## config.mk

```make
export PLATFORM = sky130hd
export DESIGN_NAME = proc_control_unit
export DESIGN_NICKNAME = d
export VERILOG_FILES = /design/src/rtl/proc_control_unit.sv
export SDC_FILE = /design/constraint.sdc
export NUM_CORES = 1
export LEC_CHECK = 0
export CAP_MARGIN = 0
export CORE_MARGIN = 2
export CORE_UTILIZATION = 42
export DETAILED_ROUTE_END_ITERATION = 7
export PLACE_DENSITY = 0.78
export SETUP_SLACK_MARGIN = 0.1
export SLEW_MARGIN = 10
export SYNTH_ARGS = -nofsm -noshare
export SYNTH_HDL_FRONTEND = slang
export SYNTH_SLANG_ARGS = --single-unit
```

## constraint.sdc

```tcl
create_clock -name Clkb -period 2.6 [get_ports Clkb]
set_clock_uncertainty 0.05 [all_clocks]
set_input_delay 0.78 -clock Clkb [delete_from_list [all_inputs] [get_ports Clkb]]
set_output_delay 0.78 -clock Clkb [all_outputs]
set_load 0.03 [all_outputs]
```

## src/rtl/proc_control_unit.sv

```systemverilog
// proc_control_unit: step sequencer for the 10-bit processor datapath.
// Latches one instruction on Run and walks IDLE -> T1 [-> T2 [-> T3]] -> IDLE,
// issuing Moore-decoded register enables, bus-drive selects and ALU controls.
module proc_control_unit #(
    parameter int unsigned NUM_REGS = 4
) (
    input  logic                Clkb,
    input  logic                Rst,
    input  logic                Run,
    input  logic [9:0]          Instr,
    output logic [NUM_REGS-1:0] Rin,
    output logic [NUM_REGS-1:0] Rout,
    output logic                ExtOut,
    output logic                Ain,
    output logic                Gin,
    output logic                Gout,
    output logic [3:0]          AddSub,
    output logic                Busy,
    output logic                Done
);

    typedef enum logic [1:0] {StIdle, StT1, StT2, StT3} state_e;

    localparam logic [3:0] OpLoad = 4'd0;
    localparam logic [3:0] OpCopy = 4'd1;
    localparam logic [3:0] OpAdd  = 4'd2;
    localparam logic [3:0] OpSub  = 4'd3;
    localparam logic [3:0] OpXor  = 4'd4;
    localparam logic [3:0] OpNot  = 4'd5;

    localparam logic [3:0] AluAdd = 4'd0;
    localparam logic [3:0] AluSub = 4'd1;
    localparam logic [3:0] AluXor = 4'd2;
    localparam logic [3:0] AluNot = 4'd3;

    state_e     state_q, state_d;
    logic [9:0] ir_q, ir_d;

    logic [3:0]          op;
    logic                is_arith;
    logic [NUM_REGS-1:0] rx_oh, ry_oh;
    logic [3:0]          alu_op;
    logic                unused_ir;

    function automatic logic [NUM_REGS-1:0] onehot(input logic [1:0] n);
        logic [NUM_REGS-1:0] oh;
        oh    = '0;
        oh[n] = 1'b1;
        return oh;
    endfunction

    assign op        = ir_q[3:0];
    assign is_arith  = (op == OpAdd) || (op == OpSub) || (op == OpXor);
    assign rx_oh     = onehot(ir_q[9:8]);
    assign ry_oh     = onehot(ir_q[7:6]);
    // Reserved field is latched with the word but never decoded.
    assign unused_ir = ^ir_q[5:4];

    // ALU select for the second step of the three-step operations.
    always_comb begin
        alu_op = AluAdd;
        if (op == OpSub) alu_op = AluSub;
        if (op == OpXor) alu_op = AluXor;
    end

    // State and instruction latch; falling edge to match the datapath flops.
    always_ff @(negedge Clkb or posedge Rst) begin
        if (Rst) begin
            state_q <= StIdle;
            ir_q    <= '0;
        end else begin
            state_q <= state_d;
            ir_q    <= ir_d;
        end
    end

    // Next step: accept only while idle; step count depends on the opcode.
    always_comb begin
        state_d = state_q;
        ir_d    = ir_q;
        unique case (state_q)
            StIdle: begin
                if (Run) begin
                    ir_d    = Instr;
                    state_d = StT1;
                end
            end
            StT1:    state_d = (is_arith || op == OpNot) ? StT2 : StIdle;
            StT2:    state_d = is_arith ? StT3 : StIdle;
            StT3:    state_d = StIdle;
            default: state_d = StIdle;
        endcase
    end

    // Moore outputs from step and IR; at most one bus driver per step.
    always_comb begin
        Rin    = '0;
        Rout   = '0;
        ExtOut = 1'b0;
        Ain    = 1'b0;
        Gin    = 1'b0;
        Gout   = 1'b0;
        AddSub = '0;
        Done   = 1'b0;
        Busy   = (state_q != StIdle);
        unique case (state_q)
            StT1: begin
                case (op)
                    OpLoad: begin
                        ExtOut = 1'b1;
                        Rin    = rx_oh;
                        Done   = 1'b1;
                    end
                    OpCopy: begin
                        Rout = ry_oh;
                        Rin  = rx_oh;
                        Done = 1'b1;
                    end
                    OpAdd, OpSub, OpXor: begin
                        Rout = rx_oh;
                        Ain  = 1'b1;
                    end
                    OpNot: begin
                        Rout   = rx_oh;
                        Gin    = 1'b1;
                        AddSub = AluNot;
                    end
                    // Undefined opcodes complete as a one-step no-op.
                    default: Done = 1'b1;
                endcase
            end
            StT2: begin
                if (is_arith) begin
                    Rout   = ry_oh;
                    Gin    = 1'b1;
                    AddSub = alu_op;
                end else if (op == OpNot) begin
                    Gout = 1'b1;
                    Rin  = rx_oh;
                    Done = 1'b1;
                end
            end
            StT3: begin
                Gout = 1'b1;
                Rin  = rx_oh;
                Done = 1'b1;
            end
            default: ;
        endcase
    end

endmodule

```

==> results.sh, run 1 <==
export IMPL_status="did not finish"
export IMPL_haltStage="4_1_cts"
export IMPL_error_line="[ERROR DPL-0038] Utilization greater than 100%, impossible to legalize"
export IMPL_synth_warnings=0
export IMPL_ys_ff_latch=10
export IMPL_die_h_um=47.08
export IMPL_root_buffer="clkbuf_4"
export IMPL_detailedPlace_worstSlack_ps=-1515
export IMPL_gp_congestion=0.8914
export IMPL_synth_area_top_cells="dfrtn_1 (32%), mux2_2 (12%), ha_1 (8.0%)"
export IMPL_row_count=15
export IMPL_cts_buffer_depth=2
export IMPL_cts_buffers=3
export IMPL_synth_cell_types=30
export IMPL_ios=31
export IMPL_dp_hpwl_mm=2.759
export IMPL_postCtsSetupRepairBufs=10
export IMPL_yosysTopAreaCell="dfrtn_1"
export IMPL_holdBufCountCts=0
export IMPL_die_w_um=47.08
export IMPL_synth_top_area_share_pct=32.10
export IMPL_cts_repair_resized=58
export IMPL_synthCells=86
export IMPL_portBuffers=26
export IMPL_synth_seq_area_share_pct=32.10
export IMPL_syn_area_sq_um=779.5
export IMPL_cts_sinks=10
export IMPL_cts_max_level=1
export IMPL_initial_core_util_pct=44.66
export IMPL_avgSynthCellArea_sq_um=9.064
## kinds of logic after synthesis
logic type | share of synthesized area (%)
buffers and inverters | 6.420
adders and majority gates | 8.026
DFF | 32.10
and+or+nand+nor | 22.47
AOI/OAI and AO/OA | 17.66
other | 0.4811
muxes | 12.84
## cell usage after synthesis, drive strengths merged
library cell and n:
o31ai 1, o21bai 1, and4bb 1, o21ai 4, mux2i 1, a22oi 1
dfrtn 10, a31oi 1, nand2b 5, a21oi 4, nor2b 3, nor2 9
buf 3, nand2 7, inv 8, nor3 3, ha 5, nor4 1
or3 1, o2111ai 1, and2b 1, o221ai 1, o21a 1, o32ai 3
conb 1, mux2 8, nor3b 1
## per-stage QoR
| stage | area (sq um) | cells | TNS (ps) |
|---|---|---|---|
| after floorplan | 1112 | 87 | -14700 |
| after global placement | 1644 | 172 | -24560 |
| after detailed placement | 1644 | 172 | -26080 |
==> inputs of run 2 (changes only) <==
--- a/config.mk
+++ b/config.mk
@@ -6,11 +6,10 @@
 export NUM_CORES = 1
 export LEC_CHECK = 0
 export CAP_MARGIN = 0
-export CORE_MARGIN = 2
-export CORE_UTILIZATION = 42
+export CORE_AREA = 2 2 63 65
 export DETAILED_ROUTE_END_ITERATION = 7
-export PLACE_DENSITY = 0.78
-export SETUP_SLACK_MARGIN = 0.1
+export DIE_AREA = 0 0 65 67
+export PLACE_DENSITY_LB_ADDON = 0.15
 export SLEW_MARGIN = 10
 export SYNTH_ARGS = -nofsm -noshare
 export SYNTH_HDL_FRONTEND = slang
==> run 2 against run 1 <==
Effect of this change:
- the flow now finishes, with violations (negative setup slack)
- area after synthesis did not move
- synthesized cell count unchanged
==> results.sh, run 2 <==
export IMPL_grt_max_degree=11
export IMPL_p_leak_nw=0.8745
export IMPL_drcViolationCount=0
export IMPL_cts_buffer_depth=2
export IMPL_synth_seq_area_share_pct=32.10
export IMPL_avgSynthCellArea_sq_um=9.064
export IMPL_post_dp_cell_area_sq_um=1678
export IMPL_ys_ff_latch=10
export IMPL_area_delta_synth_final_pct=155.1
export IMPL_max_cap_violations=0
export IMPL_core_sq_um=3606
export IMPL_hold_viol_final=0
export IMPL_design_die_area_sq_um=4355
export IMPL_total_power_mw=2.531
export IMPL_cp_max_fo=4
export IMPL_layout_commonest_cell="buf_4"
export IMPL_holdBufCountCts=0
export IMPL_largest_register="ir_q"
export IMPL_yosys_top_cells_count="dfrtn_1 (10), nor2_1 (9), inv_1 (8), mux2_2 (8), nand2_1 (7)"
export IMPL_setup_violations=16
export IMPL_row_count=22
export IMPL_portBuffers=26
export IMPL_p_sw_share_pct=41.91
export IMPL_dp_hpwl_mm=2.035
export IMPL_die_w_um=65
export IMPL_required_ps=1770
export IMPL_switching_power_mw=1.061
export IMPL_crit_arrival_ps=3250
export IMPL_largest_register_ff_count=8
export IMPL_rsz0062_at_grt="yes"
export IMPL_comb_power_share_pct=79.2
export IMPL_cts_buffers=3
export IMPL_hp_class="flop to flop"
export IMPL_holdWs_ps=536.2
export IMPL_clkTransAtPathRegs_ps=40
export IMPL_drt_pass1_iterations=2
export IMPL_most_common_layout_cells="buf_4 (39), buf_6 (31), dfrtn_1 (10)"
export IMPL_design_area_sq_um=1988
export IMPL_synth_warnings=0
export IMPL_p_int_mw=1.470
export IMPL_synth_area_top_cells="dfrtn_1 (32%), mux2_2 (12%), ha_1 (8.0%)"
export IMPL_synth_edf_count=0
export IMPL_finalMaxSlewViolations=0
export IMPL_antenna_cells=0
export IMPL_end_kind="primary output"
export IMPL_vias=899
export IMPL_syn_area_sq_um=779.5
export IMPL_nets=187
export IMPL_root_buffer="clkbuf_8"
export IMPL_grt_antenna_before_repair=0
export IMPL_ys_flop_type="dfrtn_1"
export IMPL_power_density_nw_per_um2=1273
export IMPL_cts_sinks=10
export IMPL_fin_ws_ps=-1477
export IMPL_synthArstFlopShare_pct=100.0
export IMPL_ios=31
export IMPL_cts_max_level=1
export IMPL_avgViaCountPerCell=4.162
export IMPL_clock_latency_ps=250
export IMPL_largest_registers="ir_q (8), state_q (2)"
export IMPL_grt_pass1_vias=940
export IMPL_critPathLaunchType="flop"
export IMPL_gp_congestion=0.8049
export IMPL_critPathKind="flop to primary output"
export IMPL_avgRoutedWirePerCell_um=11.66
export IMPL_drive_gt1_share_pct=75.60
export IMPL_p_seq_share_pct=13.3
export IMPL_grt_usage_pct=12.94
export IMPL_wl_mm=2.519
export IMPL_initial_core_util_pct=21.62
export IMPL_synth_cell_types=30
export IMPL_grt_pass1_wl_mm=4.243
export IMPL_synth_top_area_share_pct=32.10
export IMPL_clock_power_share_pct=7.6
export IMPL_drt_iter0_drc=12
export IMPL_yosysMostFrequentCell="dfrtn_1"
export IMPL_status="complete, but fails checks"
export IMPL_synthCells=86
export IMPL_die_h_um=67
export IMPL_yosysTopAreaCell="dfrtn_1"
export IMPL_failed_checks="negative setup slack"
export IMPL_grt_remaining_overflow=0
export IMPL_cts_tree="yes"
export IMPL_worst_ir_drop_vdd_uv=486.5
export IMPL_drtAntennaViolNets=0
==> run 2: cell counts after synthesis <==
Identical to the previous run, type by type.
==> run 2: metal layers <==
metal	up-vias	track usage [%]	share of wire, %
li1	462	-	-
met1	415	15.91	46
met2	18	22.94	50
met3	4	1.689	2.5
met4	0	4.787	0.87
met5	-	0	0
==> run 2: logic make-up after synthesis <==
logic type	Yosys count	synth area share (%)
other cells	1	0.4811
simple gates	32	22.47
buf+inv	11	6.420
fa+ha+maj	5	8.026
mux	9	12.84
flops	10	32.10
compound gates	18	17.66
==> run 2: final timing paths <==
path | from | to | slack, ps | cells past startpoint
setup / recovery | state_q[1] | Rout[1] | -1480 | 7
max in group asynchronous | Rst | state_q[1] | 380 | 3
min in group asynchronous | Rst | ir_q[0] | 1980 | 3
hold / removal | state_q[1] | state_q[1] | 540 | 3
setup reg to reg | state_q[1] | ir_q[1] | 1050 | 6
hold reg to reg | state_q[1] | state_q[1] | 540 | 3
==> run 2: layout make-up <==
class | instances | area (sq um)
Timing Repair Buffer | 80 | 742.0
Multi-Input combinational cell | 66 | 844.6
Sequential cell | 10 | 250.2
Inverter | 8 | 36.28
Tap cell | 48 | 60.06
Clock buffer | 4 | 55.05
Fill cell | 321 | 1618
==> run 2: through the flow <==
stage / setup TNS, ps / instances / util [%] / setup slack [ps]
final: -20500 / 216 / 55.14 / -1477
after global routing: -21690 / 216 / 55.14 / -1561
after CTS: -19620 / 213 / 53.23 / -1442
after detailed placement: -25490 / 196 / 46.53 / -1470
after global placement: -24870 / 196 / 46.53 / -1426
after floorplan: -14700 / 87 / - / -1089
==> run 2: what timing repair did <==
action                     CTS  global route
buffers inserted            13             4
pin swaps                   10             9
gates resized for setup     62            21
hold endpoints to repair     0             0
gates cloned                 0             0
setup endpoints to repair   26            17
==> run 2: critical path: stages, from the launching register on <==
cell,delay (ps)
dfrtn_1,440
inv_2,80
buf_6,120
ha_4,290
nor2b_4,190
o21ai_4,120
o32ai_4,290
buf_6,160
==> run 2: power by group through the flow <==
stage / Sequential, mW / Clock [mW] / Combinational, mW
after CTS: 0.332 / 0.199 / 1.94
after global routing: 0.349 / 0.207 / 2.15
after global placement: 0.350 / 0 / 1.61
after floorplan: 0.372 / 0 / 0.964
after detailed placement: 0.353 / 0 / 1.63
final: 0.335 / 0.192 / 2.00
Note: power is estimated with default switching activity, not from simulation.
